**config.mk**
```make
export PLATFORM = sky130hd
export DESIGN_NAME = spi_txn_scheduler
export DESIGN_NICKNAME = d
export VERILOG_FILES = /design/src/rtl/spi_txn_scheduler.sv
export SDC_FILE = /design/constraint.sdc
export NUM_CORES = 1
export LEC_CHECK = 0
export ABC_AREA = 1
export CORE_ASPECT_RATIO = 1.5
export CORE_MARGIN = 2
export CORE_UTILIZATION = 50
export CTS_CLUSTER_DIAMETER = 30
export DETAILED_ROUTE_END_ITERATION = 16
export PLACE_DENSITY = 0.74
export SETUP_SLACK_MARGIN = 0.1
export SLEW_MARGIN = 10
export SYNTH_ARGS = -nofsm -noshare
export SYNTH_HDL_FRONTEND = slang
export SYNTH_SLANG_ARGS = --single-unit
```
**constraint.sdc**
```tcl
create_clock -name clk -period 2.4 [get_ports clk]
set_input_delay 0.48 -clock clk [delete_from_list [all_inputs] [get_ports clk]]
set_output_delay 0.48 -clock clk [all_outputs]
set_load 0.01 [all_outputs]
```
**src/rtl/spi_txn_scheduler.sv**
```systemverilog
// Request FIFO feeding a fixed-duration SPI controller transaction, with the
// received byte returned through a valid/ready response port.
module spi_txn_scheduler #(
    parameter int unsigned DATA_W           = 8,
    parameter int unsigned RESP_W           = 8,
    parameter int unsigned PERIPHERY_SELECT = 2,
    parameter int unsigned FIFO_DEPTH       = 4,
    parameter int unsigned TXN_CYCLES       = 23,
    parameter int unsigned GAP_CYCLES       = 2
) (
    input  logic                          clk,
    input  logic                          rst,
    input  logic                          req_valid,
    output logic                          req_ready,
    input  logic [PERIPHERY_SELECT-1:0]   req_cs,
    input  logic [DATA_W-1:0]             req_data,
    output logic                          start_comm,
    output logic [PERIPHERY_SELECT-1:0]   CS_in,
    output logic [DATA_W-1:0]             data_send_c,
    input  logic [RESP_W-1:0]             cipo_register,
    output logic                          rsp_valid,
    input  logic                          rsp_ready,
    output logic [PERIPHERY_SELECT-1:0]   rsp_cs,
    output logic [RESP_W-1:0]             rsp_data,
    output logic                          busy,
    output logic [$clog2(FIFO_DEPTH):0]   fifo_count
);

    localparam int unsigned PTR_W   = $clog2(FIFO_DEPTH);
    localparam int unsigned CNTF_W  = PTR_W + 1;
    localparam int unsigned ENTRY_W = PERIPHERY_SELECT + DATA_W;
    localparam int unsigned CNT_W   = (TXN_CYCLES > 1) ? $clog2(TXN_CYCLES) : 1;
    localparam int unsigned GCNT_W  = $clog2(GAP_CYCLES) + 1;

    typedef enum logic [1:0] {
        S_IDLE = 2'd0,
        S_WAIT = 2'd1,
        S_GAP  = 2'd2
    } state_t;

    state_t state, state_d;

    logic [ENTRY_W-1:0] mem [FIFO_DEPTH];
    logic [PTR_W-1:0]   wr_ptr, rd_ptr;
    logic               push, launch, capture, gap_done;
    logic [ENTRY_W-1:0] head;

    logic [CNT_W-1:0]            cnt, cnt_d;
    logic [GCNT_W-1:0]           gcnt, gcnt_d;
    logic                        start_comm_d, rsp_valid_d;
    logic [PERIPHERY_SELECT-1:0] cs_d, rsp_cs_d;
    logic [DATA_W-1:0]           data_d;
    logic [RESP_W-1:0]           rsp_data_d;

    assign req_ready = (fifo_count != CNTF_W'(FIFO_DEPTH));
    assign push      = req_valid && req_ready;
    assign launch    = (state == S_IDLE) && (fifo_count != '0) && !rsp_valid;
    assign capture   = (state == S_WAIT) && (cnt == CNT_W'(TXN_CYCLES - 1));
    assign gap_done  = (state == S_GAP) && (gcnt == GCNT_W'(GAP_CYCLES - 1));
    assign head      = mem[rd_ptr];
    assign busy      = (state != S_IDLE);

    // Storage is not reset; validity is tracked by the pointers and count.
    always_ff @(posedge clk) begin
        if (push) begin
            mem[wr_ptr] <= {req_cs, req_data};
        end
    end

    // FIFO pointers wrap naturally because the depth is a power of two.
    always_ff @(posedge clk or negedge rst) begin
        if (!rst) begin
            wr_ptr     <= '0;
            rd_ptr     <= '0;
            fifo_count <= '0;
        end else begin
            if (push) begin
                wr_ptr <= wr_ptr + PTR_W'(1);
            end
            if (launch) begin
                rd_ptr <= rd_ptr + PTR_W'(1);
            end
            case ({push, launch})
                2'b10:   fifo_count <= fifo_count + CNTF_W'(1);
                2'b01:   fifo_count <= fifo_count - CNTF_W'(1);
                default: fifo_count <= fifo_count;
            endcase
        end
    end

    always_ff @(posedge clk or negedge rst) begin
        if (!rst) begin
            state <= S_IDLE;
        end else begin
            state <= state_d;
        end
    end

    always_comb begin
        state_d = state;
        case (state)
            S_IDLE:  if (launch)   state_d = S_WAIT;
            S_WAIT:  if (capture)  state_d = S_GAP;
            S_GAP:   if (gap_done) state_d = S_IDLE;
            default: state_d = S_IDLE;
        endcase
    end

    // Next values of the registered outputs and timing counters.
    always_comb begin
        start_comm_d = 1'b0;
        cs_d         = CS_in;
        data_d       = data_send_c;
        cnt_d        = cnt;
        gcnt_d       = gcnt;
        rsp_valid_d  = rsp_valid && !rsp_ready;
        rsp_cs_d     = rsp_cs;
        rsp_data_d   = rsp_data;
        case (state)
            S_IDLE: begin
                if (launch) begin
                    start_comm_d = 1'b1;
                    cs_d         = head[ENTRY_W-1:DATA_W];
                    data_d       = head[DATA_W-1:0];
                    cnt_d        = '0;
                end
            end
            S_WAIT: begin
                if (capture) begin
                    rsp_valid_d = 1'b1;
                    rsp_cs_d    = CS_in;
                    rsp_data_d  = cipo_register;
                    gcnt_d      = '0;
                end else begin
                    cnt_d = cnt + CNT_W'(1);
                end
            end
            S_GAP: begin
                gcnt_d = gcnt + GCNT_W'(1);
            end
            default: begin
                cnt_d = cnt;
            end
        endcase
    end

    always_ff @(posedge clk or negedge rst) begin
        if (!rst) begin
            start_comm  <= 1'b0;
            CS_in       <= '0;
            data_send_c <= '0;
            cnt         <= '0;
            gcnt        <= '0;
            rsp_valid   <= 1'b0;
            rsp_cs      <= '0;
            rsp_data    <= '0;
        end else begin
            start_comm  <= start_comm_d;
            CS_in       <= cs_d;
            data_send_c <= data_d;
            cnt         <= cnt_d;
            gcnt        <= gcnt_d;
            rsp_valid   <= rsp_valid_d;
            rsp_cs      <= rsp_cs_d;
            rsp_data    <= rsp_data_d;
        end
    end

endmodule

```
* Yosys cells after proc, flatten, opt, wreduce, memory -nomap -nowiden
Memory sizes are Yosys's and may differ from the RTL's. A register that Yosys moved wholly into a read port is not among the register bits.
Cells that the tools add are included.
** Storage, ports and cells
- Logic and storage cells :: 64
- Bits in writable memories :: 40
- Memories :: 1
- Input port bits :: 22
- Output and inout bits :: 27
- Bits in registers :: 28
** Cells by class
- Add/subtract/negate cells :: 6
- Equality and inequality tests :: 11
- Muxes and demuxes :: 16
- Reduce and logical (&&, ||, !) cells :: 20
** Memories
- mem :: depth 4, width 10, read ports 1, clocked after Yosys merged registers in 1, wr ports 1, line 43 : logic [ENTRY_W-1:0] mem [FIFO_DEPTH];
** Operators by type and width (count)
- two-way mux 5 bit :: 2
- case mux 5 bit (2 select lines) :: 1
- two-way mux 2 bit :: 4
- != test 2 bit (second input constant) :: 4
- nonzero test 2 bit :: 4
- adder 2 x 1 -> 2 bit (second input constant) :: 3
- equality test 2 x 1 -> 1 bit (second input constant) :: 3
- logical AND 1 bit :: 6
- two-way mux 1 bit :: 6
- case mux 2 bit (3 select lines) :: 1
- case mux 3 bit (2 select lines) :: 1
- AND reduction 2 bit :: 3
- AND reduction 3 bit :: 2
- adder 5 x 1 -> 5 bit (second input constant) :: 1
- equality test 5 bit (second input constant) :: 1
- equality test 2 bit (second input constant) :: 2
- case mux 2 bit (2 select lines) :: 1
- adder 3 x 1 -> 3 bit (second input constant) :: 1
- zero test 1 bit :: 3
- != test 3 bit (second input constant) :: 1
- nonzero test 3 bit :: 1
- subtractor 3 x 1 -> 3 bit (second input constant) :: 1
- zero test 2 bit :: 1

* Longest topological paths before layout
Gate-level depths: netlist (run 1).
- Depth in word-level cells :: 5
- Mapped depth :: 13
- Gate-level depth less buffers :: 12

* Least setup slack after synthesis (run 1)
No wires, ideal clock.
- Kind :: register to register
- From :: register fifo_count[0]
- To :: register fifo_count[2]
- Data required time :: 2.321 ns
- Slack :: 0.543 ns
- Arrival time :: 1.778 ns
- Clock period less this slack :: 1.857 ns
- Library setup time :: 0.079 ns
- Cell stages (with the launch flop) :: 11
- Path buffers :: 0
- Cell sequence :: dfrtp_1 -> inv_1 -> nand3_1 -> nand2_2 -> ha_1 -> inv_1 -> fa_1 -> nor2_1 -> nor2_1 -> nand2_1 -> xor2_1
** Between the ends
- Elaborated cells on any way between the ends :: 11
- Classes of those cells :: 2 x add/sub; 3 x eq/ne; 1 x mux; 5 x reduce/logical
** RTL lines
- from (decl) :: line 26 : output logic [$clog2(FIFO_DEPTH):0] fifo_count
- from (signal assigned) :: line 84 : 2'b10: fifo_count <= fifo_count + CNTF_W'(1);
- from (signal assigned) :: line 85 : 2'b01: fifo_count <= fifo_count - CNTF_W'(1);
- from (signal assigned) :: line 86 : default: fifo_count <= fifo_count;
- != test 3 bit (*) :: line 55 : assign req_ready = (fifo_count != CNTF_W'(FIFO_DEPTH));
- via req_ready :: line 14 : output logic req_ready,
- logical AND 1 bit (*) :: line 56 : assign push = req_valid && req_ready;
- equality test 2 x 1 -> 1 bit or equality test 2 bit (tied branches) :: line 83 : case ({push, launch})
- case mux 3 bit (2 select lines) or nonzero test 2 bit (tied branches)
The timed path passes the listed nets; every way through them passes the cells marked *.
A chain may end at the register's enable or synchronous reset.

* Worst setup path in the final report (run 1)
- From :: register fifo_count[0]
- To :: output req_ready
** Between the ends
- Cells in the longest elaborated chain, start to end :: 1
** RTL lines (line)
- != test 3 bit :: 55
- to (decl) :: 14
Every way passes these cells.

==> results.toml, run 1 <==
[status]
run_status = "finished clean"

[die]
die_height_um = 106
floorplan.initialDensity = 0.512
fp.dieArea_um2 = 7660
core_area_um2 = 6810
rows = 37
top_level_ports = 49
die_x_um = 72.1

[clock_network]
cts_tree = "yes"
htreeDepth = 3
postCtsHoldBufs = 0
root_buffer = "clkbuf_8"
cts_max_path_buffers = 2
tritoncts.num_buffers = 9
cts.sink_count = 78
post_cts.repair.setup_buffers = 0
clkLatencyLatePin_ns = 0.35
ctsResizeCount = 0
path_clk_slew_ns = 0.08

[worst_setup_path]
worst_r2r_startpoint = "fifo_count[0]"
crit_fanout = 3
worst-setup-path-type = "reg -> out"
data_arrival_critical_path_ns = 1.51
setup.worst_path.start_class = "flop"
worst_path_largest_cell_delay_ns = 0.55
worst_ep_required_time_ns = 1.92
cells_traversed_along_the_worst_timing_path = "inv_1, nand3_1, clkdlybuf4s50_1"
crit_path_top_delay_cell = "clkdlybuf4s50_1"
timing.critical_path.to_type = "output port"
critPathLaunch = "fifo_count[0]"

[synthesis]
top_cells_by_area_synth = "edfxtp_1 (34%), dfrtp_1 (27%), nand2_1 (11%), inv_1 (5.4%), nor2_1 (3.7%)"
synth_largest_area_cell = "edfxtp_1"
ys.flop_type = "edfxtp_1"
synth.net_count = 380
yosysUniqueCellTypes = 25
synthCells = 349
yosys_register_bits = 78
ys_seq_area_frac = 0.618
synth.yosys.warnings = 0
synth_enable_flop_cells = 40
syn_area_um2 = 3480
synth_top_cell_area_share = 0.345
postSynth.asyncResetShare = 0.487
avgSynthCellArea_um2 = 9.98

[cells_and_area]
nFillCells = 571
num-nets-final = 435
synthToLayoutAreaGrowth_pct = 21.2
post_route_cells_drive_above_1_share = 0.112
number_of_antenna_repair_diodes = 0

[power]
report.power.total_mw = 4.76
max-vdd-ir-drop_v = 0.000524
pwr_density_cell_nw_per_um2 = 1130
power_leakage_nw = 1.97

[global_routing]
grt_pass1_wl_um = 10000
grt_pass1_vias = 2322
grt_max_degree = 43
antenna_found_initial = 0
overflow = 0
track_usage = 0.173

[sta]
slew_viol_final = 0
final-setup-viol-count = 0
unrepaired_setup_endpoints_after_global_routing = "no"
hold_ws_ns = 0.235
finalWorstPathRequiredPeriod_ns = 1.99
max_freq_mhz = 504
slew-limit-headroom = 0.441
totalNegativeSetupSlack_ns = 0
clock_skew_ns = 0.00947
tightestPinTransition_ns = 0.839
timing.final.hold_violations = 0
fraction_of_the_cycle_the_final_worst_path_needs = 0.827

[placed_design]
placement.io_buffers = 48
place.detailed.hpwl_um = 4060
gp_routability_congestion = 0.766

[hold_path]
timing.hold.worst.class = "in -> async"

[job]
maxCapViolations = 0

[detailed_routing]
first_iter_violations = 99
dr_wl_cell_um = 12.0
antenna_violating_nets_post_route = 0
vias = 2328
vias_per_cell = 4.78
post_route_wl_um = 5850
drt_first_pass_iters = 4
post-route-drc-count = 0
[metal layers]
layer / global-route usage / up-vias / part of all wire
met5: 0 / - / 0
met4: 0.101 / 0 / 0.027
met3: 0.0464 / 15 / 0.052
met2: 0.302 / 53 / 0.53
met1: 0.181 / 1074 / 0.39
li1: - / 1186 / -
[logic make-up after synthesis]
kind of cell | share of synthesized area
DFF | 0.618
and+or+nand+nor | 0.217
buffers and inverters | 0.0798
xor gates and xnor gates | 0.0151
adders and majority gates | 0.0345
AOI/OAI and AO/OA | 0.0352
[critical path, delay by kind of cell (launching register included)]
family / cells / cell delay (ns)
flops: 1 / 0.39
buf+inv: 2 / 0.65
simple gates: 1 / 0.13
[path summary, 6_finish.rpt]
kind / slack, ns / depth (start not counted) / endpoint
setup / recovery: 0.41 / 3 / req_ready
setup reg to reg: 0.48 / 10 / fifo_count[2]
hold / removal: 0.23 / 1 / cnt[4]
hold reg to reg: 0.48 / 2 / rsp_cs[0]
min in group clk: 0.48 / 2 / rsp_cs[0]
max in group asynchronous: 1.63 / 1 / data_send_c[3]
[stage by stage]
stage	std cells	area, um^2	setup slack, ns	util
2_1_floorplan	349	3480	0.543	-
3_3_place_gp	471	4030	0.306	0.592
3_5_place_dp	471	4030	0.239	0.592
4_1_cts	487	4220	0.384	0.620
5_1_grt	487	4220	0.332	0.620
6_report	487	4220	0.414	0.620
[flip-flops by register name, summed over array words and instances, names as in the netlist]
signal and cells:
gcnt 2, start_comm 1, state 2, rd_ptr 2
CS_in 2, rsp_valid 1, rsp_cs 2, wr_ptr 2
data_send_c 8, fifo_count 3, mem 40, rsp_data 8
cnt 5
[cell usage after synthesis (2+ instances only)]
master,n
nor2_1,34
dfrtp_1,38
buf_6,4
nand2_1,101
inv_1,50
ha_1,8
nand3_1,21
nor2_4,2
buf_2,5
o21ai_2,10
o21ai_0,6
edfxtp_1,40
nand2_2,4
xor2_1,2
or2_2,2
xnor2_1,4
inv_2,3
or2_1,8
[where the power goes]
part           internal (mW)  switching (mW)
logic                  0.813           0.993
clock network          0.500           0.447
registers               1.81           0.197
[layout by cell type (no fill, tap or decap), types with 6 or more instances in the layout]
cell,instances
nor2_1,34
o21ai_2,10
nand2_1,101
dfrtp_1,38
nand3_1,21
inv_1,50
clkdlybuf4s50_1,47
o21ai_0,6
clkbuf_8,10
ha_1,8
buf_4,7
or2_1,8
edfxtp_1,40
[area by class of cell]
class	count	area [um^2]	share of cell area
flip-flops and latches	78	2150	0.510
multi-input cells	207	1050	0.249
repair buffers	55	528	0.125
inverters	53	199	0.0472
clock buffers	11	141	0.0335
well taps	78	97.6	0.0231
clock inverters	5	48.8	0.0116
Note: power is estimated with default switching activity, not from simulation.
==> run 2: changes to the inputs <==
- CORE_UTILIZATION: 50 -> 49
- PLACE_DENSITY: 0.74 -> 0.76
- clock period: 2.4 -> 1.75 ns (I/O delays scaled with it)
==> run 2 against run 1 <==
  * Clock-buffer cell count unchanged
  * Via count up 1.7%
  * Clock skew up 0.00080 ns
  * Cell count up 2.1%
  * Sequential share of layout area down 1.5 points
  * Cell area up 3.0%
  * Critical path depth up 9
  * Die area up 2.0%
  * Total power up 39%
  * Wire length up 3.8%
  * Worst hold slack worse by 0.19 ns
  * Combinational power up 41%
==> results.toml, run 2 (synthesized netlist as in run 1, its figures left out) <==
[clock_network]
cts_max_path_buffers = 2
clkLatencyLatePin_ns = 0.35
path_clk_slew_ns = 0.08
tritoncts.num_buffers = 9
root_buffer = "clkbuf_8"
cts_tree = "yes"
cts.sink_count = 78
htreeDepth = 3

[worst_setup_path]
timing.critical_path.to_type = "flop"
data_arrival_critical_path_ns = 1.94
critPathLaunch = "state[1]"
worst-setup-path-type = "reg -> reg"
worst_ep_required_time_ns = 2.02
capture_point_of_the_critical_path = "fifo_count[2]"
regToRegEndpoint = "fifo_count[2]"
critical_path.top_delay_family = "adder cells"
crit_fanout = 2
worst-r2r-setup-slack_ns = 0.08
crit_path_top_delay_cell = "dfrtp_1"
cp_num_cells = 12
worstRegToRegCells = 12
crit_path_frequent_cell = "inv_2"
setup.worst_path.start_class = "flop"
worst_path_largest_cell_delay_ns = 0.39
worst_r2r_startpoint = "state[1]"
critical_path.n_buffers_inverters = 3
cells_traversed_along_the_worst_timing_path = "inv_2, nand2_4, nor2_4, nand2_2, inv_2, ha_4, inv_2, fa_2, nor2_1, nor2_1, nand2_1, xor2_1"

[placed_design]
dp_slack_ns = -0.106
place.detailed.hpwl_um = 4210
dpl.cell_count = 479
placement.io_buffers = 48
gp_routability_congestion = 0.711
post_dp_cell_area_um2 = 4130

[global_routing]
antenna_found_initial = 0
grt_max_degree = 39
grt_pass1_vias = 2340
overflow = 0
track_usage = 0.177
grt_pass1_wl_um = 10300

[cells_and_area]
nFillCells = 573
post_route_cells_drive_above_1_share = 0.150
cell_area_after_layout_um2 = 4350
most_frequent_standard_cell_in_the_layout_excluding_fill_and_tap_cells = "nand2_1"
biggestRegsByFlops = "mem: 40 flops, data_send_c: 8 flops, rsp_data: 8 flops"
final_cell_mix = "nand2_1 (101), inv_1 (46), edfxtp_1 (40)"
num-nets-final = 445
largest_reg_flops = 40
final_cell_count_no_fill = 497
seqCellArea_um2 = 2150
number_of_antenna_repair_diodes = 0
multi_input_combinational_cell_area_um2 = 1080
registers.top_by_ff_count = "mem"
postLayoutCoreUtil = 0.634
synthToLayoutAreaGrowth_pct = 24.8

[power]
pwr_density_cell_nw_per_um2 = 1520
power.share.switching = 0.347
pwr-share-comb = 0.387
seq_power_share = 0.423
clock_power_share = 0.190
cell_internal_pwr_mw = 4.32
power_leakage_nw = 2.10
net-switching-power_mw = 2.29
max-vdd-ir-drop_v = 0.000850

[detailed_routing]
antenna_violating_nets_post_route = 0
post_route_wl_um = 6080
vias_per_cell = 4.76
first_iter_violations = 78
dr_wl_cell_um = 12.2
drt_first_pass_iters = 4
post-route-drc-count = 0
vias = 2368

[sta]
fraction_of_the_cycle_the_final_worst_path_needs = 0.954
timing.final.hold_violations = 0
finalWorstPathRequiredPeriod_ns = 1.67
tightestPinTransition_ns = 0.484
slew-limit-headroom = 0.677
max_freq_mhz = 599
totalNegativeSetupSlack_ns = 0
unrepaired_setup_endpoints_after_global_routing = "yes"
final_setup_margin_ns = 0.0803
slew_viol_final = 0
clock_skew_ns = 0.0103
final-setup-viol-count = 0

[status]
run_status = "finished clean"

[die]
die_height_um = 107
fp.dieArea_um2 = 7810
top_level_ports = 49
floorplan.initialDensity = 0.508
rows = 37
die_x_um = 72.8
core_area_um2 = 6850

[hold_path]
timing.hold.worst.class = "in -> async"

[job]
maxCapViolations = 0
==> run 2: cell types whose count changed in the layout (fill, tap and decap cells not counted), moves of 4 or more <==
cell             previous run  this run
clkdlybuf4s50_1            47        34
buf_4                       7        16
dlymetal6s2s_1              0         9
dlygate4sd2_1               0         4
inv_1                      50        46
inv_2                       3         7
==> run 2: routing by layer <==
metal	up-vias	GRT usage	share of wire
met4	0	0.0966	0.023
met1	1102	0.187	0.39
met2	47	0.313	0.54
met5	-	0	0
met3	9	0.0432	0.038
li1	1210	-	-
==> run 2: worst min path at each step <==
stage | from | end | slack (ns) | depth (start not counted)
after floorplan | rst | CS_in[0] | 0.05 | 0
after global placement | rst | cnt[4] | 0.43 | 2
after detailed placement | rst | cnt[4] | 0.44 | 2
after CTS | rst | rsp_data[7] | 0.05 | 2
after global routing | rst | cnt[4] | 0.08 | 2
final | rst | cnt[4] | 0.05 | 2
==> run 2: layout make-up <==
class | count | share of cell area
Sequential cell | 78 | 0.495
Multi-Input combinational cell | 207 | 0.249
Timing Repair Buffer | 65 | 0.146
Inverter | 53 | 0.0458
Clock buffer | 11 | 0.0302
Tap cell | 78 | 0.0225
Clock inverter | 5 | 0.0115
==> run 2: what timing repair did <==
| action | CTS | global route |
|---|---|---|
| endpoints found under the setup margin | 6 | 11 |
| gates resized for setup | 5 | 9 |
| buffers inserted | 0 | 2 |
| hold buffers | 0 | 0 |
| pin swaps | 2 | 1 |
==> run 2: power by group through the flow <==
stage               clock [mW]  combinational [mW]  sequential (mW)
detailed placement           0                2.62             2.84
global placement             0                2.54             2.81
finish                    1.25                2.56             2.80
global route              1.39                2.90             2.85
CTS                       1.30                2.61             2.80
floorplan                    0                1.55             2.87
==> run 2: per-stage QoR <==
step	hold slack [ns]	power (mW)
floorplan	0.0544	4.43
global placement	0.429	5.35
detailed placement	0.437	5.46
CTS	0.0515	6.71
global route	0.0798	7.14
finish	0.0482	6.61
==> run 3: changes to the inputs <==
- CORE_UTILIZATION: 49 -> 50
- PLACE_DENSITY: 0.76 -> 0.74
- SKIP_CTS_REPAIR_TIMING: default -> 1
- SLEW_MARGIN: 10 -> 20
- clock period: 1.75 -> 1.6 ns (I/O delays scaled with it)
==> run 3 against run 2 <==
  * The flow now finishes with violations (setup timing)
  * Critical path depth unchanged
  * Sequential share of layout area down 1.7 points
  * Cell area rose by 3.5%
==> results.toml, run 3 (synthesized netlist as in run 1, its figures left out) <==
[die]
fp.dieArea_um2 = 7660
floorplan.initialDensity = 0.512
die_x_um = 72.1
top_level_ports = 49
die_height_um = 106
core_area_um2 = 6810
rows = 37

[worst_setup_path]
timing.critical_path.to_type = "flop"
cp_num_cells = 12
critPathLaunch = "state[0]"
crit_fanout = 2
cells_traversed_along_the_worst_timing_path = "inv_2, nand2_4, nor2_4, nand2_2, inv_2, ha_4, inv_2, fa_2, nor2_1, nor2_1, nand2_1, xor2_1"
worstRegToRegCells = 12
crit_path_frequent_cell = "inv_2"
worst_ep_required_time_ns = 1.87
worst_r2r_startpoint = "state[0]"
data_arrival_critical_path_ns = 1.90
crit_path_top_delay_cell = "dfrtp_1"
critical_path.top_delay_family = "adder cells"
setup.worst_path.start_class = "flop"
worst-setup-path-type = "reg -> reg"
critical_path.n_buffers_inverters = 3
worst_path_largest_cell_delay_ns = 0.38

[cells_and_area]
number_of_antenna_repair_diodes = 0
synthToLayoutAreaGrowth_pct = 29.2
registers.top_by_ff_count = "mem"
largest_reg_flops = 40
final_cell_count_no_fill = 507
most_frequent_standard_cell_in_the_layout_excluding_fill_and_tap_cells = "nand2_1"
num-nets-final = 455
post_route_cells_drive_above_1_share = 0.175
final_cell_mix = "nand2_1 (101), inv_1 (44), edfxtp_1 (40)"
biggestRegsByFlops = "mem: 40 flops, data_send_c: 8 flops, rsp_data: 8 flops"

[clock_network]
cts_max_path_buffers = 2
htreeDepth = 3
tritoncts.num_buffers = 9
cts.sink_count = 78
path_clk_slew_ns = 0.08
root_buffer = "clkbuf_8"
clkLatencyLatePin_ns = 0.34
cts_tree = "yes"

[sta]
clock_skew_ns = 0.00776
fraction_of_the_cycle_the_final_worst_path_needs = 1.02
timing.final.hold_violations = 0
unrepaired_setup_endpoints_after_global_routing = "yes"
hold_ws_ns = 0.0264
slew_viol_final = 0
final_setup_margin_ns = -0.0349
tightestPinTransition_ns = 0.501
slew-limit-headroom = 0.666
finalWorstPathRequiredPeriod_ns = 1.63
final-setup-viol-count = 1
max_freq_mhz = 612

[detailed_routing]
antenna_violating_nets_post_route = 0
vias = 2402
post_route_wl_um = 6580
post-route-drc-count = 0
dr_wl_cell_um = 13.0
vias_per_cell = 4.74
first_iter_violations = 94
drt_first_pass_iters = 4

[placed_design]
place.detailed.hpwl_um = 4510
placement.io_buffers = 48
dpl.cell_count = 487
gp_routability_congestion = 0.732

[global_routing]
grt_pass1_wl_um = 10400
overflow = 0
use_met2 = 0.328
track_usage = 0.178
grt_max_degree = 39
grt_peak_use_layer = "met2"
antenna_found_initial = 0
grt_pass1_vias = 2347
gr-usage-met3 = 0.0351
grt.met1_usage = 0.196

[power]
clock_power_share = 0.192
pwr-share-comb = 0.402
max-vdd-ir-drop_v = 0.000932
power_leakage_nw = 2.31
cell_internal_pwr_mw = 4.86
seq_power_share = 0.406
net-switching-power_mw = 2.60
pwr_density_cell_nw_per_um2 = 1660
power.share.switching = 0.348

[status]
violated_checks = "setup timing"
run_status = "complete, but fails checks"

[job]
maxCapViolations = 0

[hold_path]
timing.hold.worst.class = "in -> async"
run 3: path summary, 6_finish.rpt:
| kind | end | slack, ns |
|---|---|---|
| worst min-delay path | cnt[2] | 0.03 |
| worst max register to register | fifo_count[2] | -0.03 |
| max in group asynchronous | CS_in[1] | 1.22 |
| worst min register to register | data_send_c[7] | 0.48 |
| min in group clk | data_send_c[7] | 0.48 |
| worst max-delay path | fifo_count[2] | -0.03 |
run 3: stage by stage:
stage | util | power [mW] | setup WS (ns) | instance area [um^2] | setup TNS, ns
floorplan | - | 4.84 | -0.144 | 3510 | -0.234
global placement | 0.615 | 5.97 | -0.138 | 4190 | -1.07
detailed placement | 0.615 | 6.08 | -0.158 | 4190 | -1.69
CTS | 0.643 | 7.53 | -0.166 | 4380 | -0.675
global route | 0.661 | 7.99 | -0.145 | 4500 | -0.173
finish | 0.661 | 7.46 | -0.0349 | 4500 | -0.0349
run 3: final cells by class:
| type | count | area [um^2] |
|---|---|---|
| repair buffers | 74 | 751 |
| fillers | 532 | 2310 |
| flip-flops and latches | 78 | 2150 |
| well taps | 78 | 97.6 |
| clock inverters | 5 | 50.0 |
| clock buffers | 11 | 141 |
| multi-input cells | 208 | 1110 |
| inverters | 53 | 199 |
run 3: layer usage:
metal	part of all wire	up-vias	wire, um
li1	-	1231	-
met1	0.38	1117	2520
met2	0.56	45	3720
met3	0.035	9	232
met4	0.016	0	106
met5	0	-	0
run 3: power by group through the flow:
| stage | clock network (mW) | registers [mW] | logic, mW |
|---|---|---|---|
| after floorplan | 0 | 3.14 | 1.70 |
| after global placement | 0 | 3.05 | 2.91 |
| after detailed placement | 0 | 3.07 | 3.02 |
| after CTS | 1.46 | 3.04 | 3.03 |
| after global routing | 1.55 | 3.09 | 3.35 |
| final | 1.43 | 3.03 | 2.99 |
==> variant (flow settings as in run 2) <==
Register the output `fifo_count` once more, with the module's reset; this adds one clock of latency there. The other outputs are not delayed to match.
--- a/src/rtl/spi_txn_scheduler.sv
+++ b/src/rtl/spi_txn_scheduler.sv
@@ -39,4 +39,6 @@
     } state_t;
 
+    logic [$clog2(FIFO_DEPTH):0] fifo_count_s0;
+
     state_t state, state_d;
 
@@ -53,7 +55,7 @@
     logic [RESP_W-1:0]           rsp_data_d;
 
-    assign req_ready = (fifo_count != CNTF_W'(FIFO_DEPTH));
+    assign req_ready = (fifo_count_s0 != CNTF_W'(FIFO_DEPTH));
     assign push      = req_valid && req_ready;
-    assign launch    = (state == S_IDLE) && (fifo_count != '0) && !rsp_valid;
+    assign launch    = (state == S_IDLE) && (fifo_count_s0 != '0) && !rsp_valid;
     assign capture   = (state == S_WAIT) && (cnt == CNT_W'(TXN_CYCLES - 1));
     assign gap_done  = (state == S_GAP) && (gcnt == GCNT_W'(GAP_CYCLES - 1));
@@ -73,5 +75,5 @@
             wr_ptr     <= '0;
             rd_ptr     <= '0;
-            fifo_count <= '0;
+            fifo_count_s0 <= '0;
         end else begin
             if (push) begin
@@ -82,7 +84,7 @@
             end
             case ({push, launch})
-                2'b10:   fifo_count <= fifo_count + CNTF_W'(1);
-                2'b01:   fifo_count <= fifo_count - CNTF_W'(1);
-                default: fifo_count <= fifo_count;
+                2'b10:   fifo_count_s0 <= fifo_count_s0 + CNTF_W'(1);
+                2'b01:   fifo_count_s0 <= fifo_count_s0 - CNTF_W'(1);
+                default: fifo_count_s0 <= fifo_count_s0;
             endcase
         end
@@ -167,4 +169,12 @@
     end
 
+    always_ff @(posedge clk or negedge rst) begin
+        if (!rst) begin
+            fifo_count <= '0;
+        end else begin
+            fifo_count <= fifo_count_s0;
+        end
+    end
+
 endmodule
 
Function: changed (a bounded check fails within 4 cycles, from zero or initial values and one cycle with rst low).
==> variant against run 2 <==
- synthesized area grew 0.68%
- routed wire length up 4.2%
- clock power is 5% lower
- final area grew 0.43%
- worst setup slack worse by 0.082 ns
- the run now ends with negative setup slack left
- maximum frequency is 4.7% lower
- sequential cell count rose by 3
- power is 5.0% higher
- critical endpoint is now fifo_count_s0[2]$_DFFE_PN0P_
- count of clock-buffer cells in the layout is the same
==> variant: results (changes against run 2) <==
cells_and_area:
  n_fill_cell: 558  # -2.6%
  n_multi_input_combinational_cell: 211  # +1.9%
  ff_latch_area_um2: 2230  # +3.5%
  finalNetCount: 444  # -0.22%
  bufAreaShareNonClock: 0.147  # +0.00167
  num-nonclk-buffers: 69  # +6.2%
sta:
  fin_worst_hold_slack_ns: 0.0442  # -0.00396 ns
  setup-violations-final: 1  # +1
  minimum_setup_slack_in_the_final_design_ns: -0.00191  # -0.0822 ns
  max-slew-margin-rel: 0.665  # -0.0121
grt:
  grt_start_max_net_pins: 42  # +7.7%
  grt_first_pass_wirelength_um: 10600  # +2.9%
  number_of_global_route_vias_before_repair: 2342  # +0.085%
yosys:
  share_of_synthesized_area_occupied_by_flip_flops_and_latches: 0.635  # +0.0172
  synthXorXnorAreaFrac: 0.0175  # +0.00240
  ys_types: 27  # +8.0%
  largest_cells_by_area_after_synthesis: "sky130_fd_sc_hd__edfxtp_1 34%, sky130_fd_sc_hd__dfrtp_1 29%, sky130_fd_sc_hd__nand2_1 10%"
  synthesis.instances: 342  # -2.0%
  asyncSetResetFlopFracSynth: 0.506  # +0.0190
setup_path:
  worstRegToRegCells: 11  # -1
  rr_endpoint: "fifo_count_s0[2]$_DFFE_PN0P_"
  cpLargestDelayFamily: "simple AND/OR/NAND/NOR gates"
  timing.critical_path.arrival_ns: 2.03  # +0.09 ns
placement:
  hpwl_um: 4570  # +8.5%
  dpl_cells: 472  # -1.5%
  finalWeightedCongestion: 0.762  # +7.1%
run_status:
  outcome: "complete, but fails checks"
  violated_checks: "negative setup slack"
clock_tree:
  post-cts-setup-buffers: 4  # +4
detailed_routing:
  route.detailed.vias_per_inst: 4.86  # +2.1%
==> variant: cell types whose count changed in the layout (fill, tap and decap cells not counted), sizes merged, moves of 3 or more <==
| cell | delta |
|---|---|
| clkinvlp | +3 |
| nor2 | +10 |
| nand2 | -4 |
| inv | -13 |
| clkdlybuf4s50 | +3 |
| nand3 | +3 |
| dlygate4sd2 | -4 |
| dfrtp | +3 |
| or2 | -8 |
| buf | +4 |
==> variant: how the worst max path moves through the flow <==
| stage | from | end | slack (ns) | cells past startpoint |
|---|---|---|---|---|
| floorplan | state[0]$_DFFE_PN0P_ | fifo_count_s0[2]$_DFFE_PN0P_ | 0.02 | 11 |
| global placement | req_valid | fifo_count_s0[2]$_DFFE_PN0P_ | -0.02 | 9 |
| detailed placement | req_valid | fifo_count_s0[2]$_DFFE_PN0P_ | -0.05 | 9 |
| CTS | state[0]$_DFFE_PN0P_ | fifo_count_s0[2]$_DFFE_PN0P_ | -0.004 | 11 |
| global route | state[1]$_DFFE_PN0P_ | fifo_count_s0[2]$_DFFE_PN0P_ | -0.05 | 11 |
| finish | state[1]$_DFFE_PN0P_ | fifo_count_s0[2]$_DFFE_PN0P_ | -0.002 | 11 |
==> variant: through the flow <==
step	TNS [ns]	area, µm²	setup slack, ns
final	-0.00191	4360	-0.00191
after global placement	-0.0156	4120	-0.0156
after global routing	-0.0504	4360	-0.0504
after floorplan	0	3520	0.0155
after detailed placement	-0.0538	4120	-0.0538
after CTS	-0.00425	4320	-0.00425
==> variant: layer usage <==
metal	routed length (µm)	GRT usage	up-vias
li1	-	-	1223
met1	2620	0.208	1129
met2	3340	0.301	52
met3	258	0.0506	9
met4	112	0.0794	0
met5	0	0	-
==> variant: where the power goes <==
group          switching (mW)  internal (mW)
registers               0.307           2.62
clock network           0.640          0.546
logic                    1.55           1.27
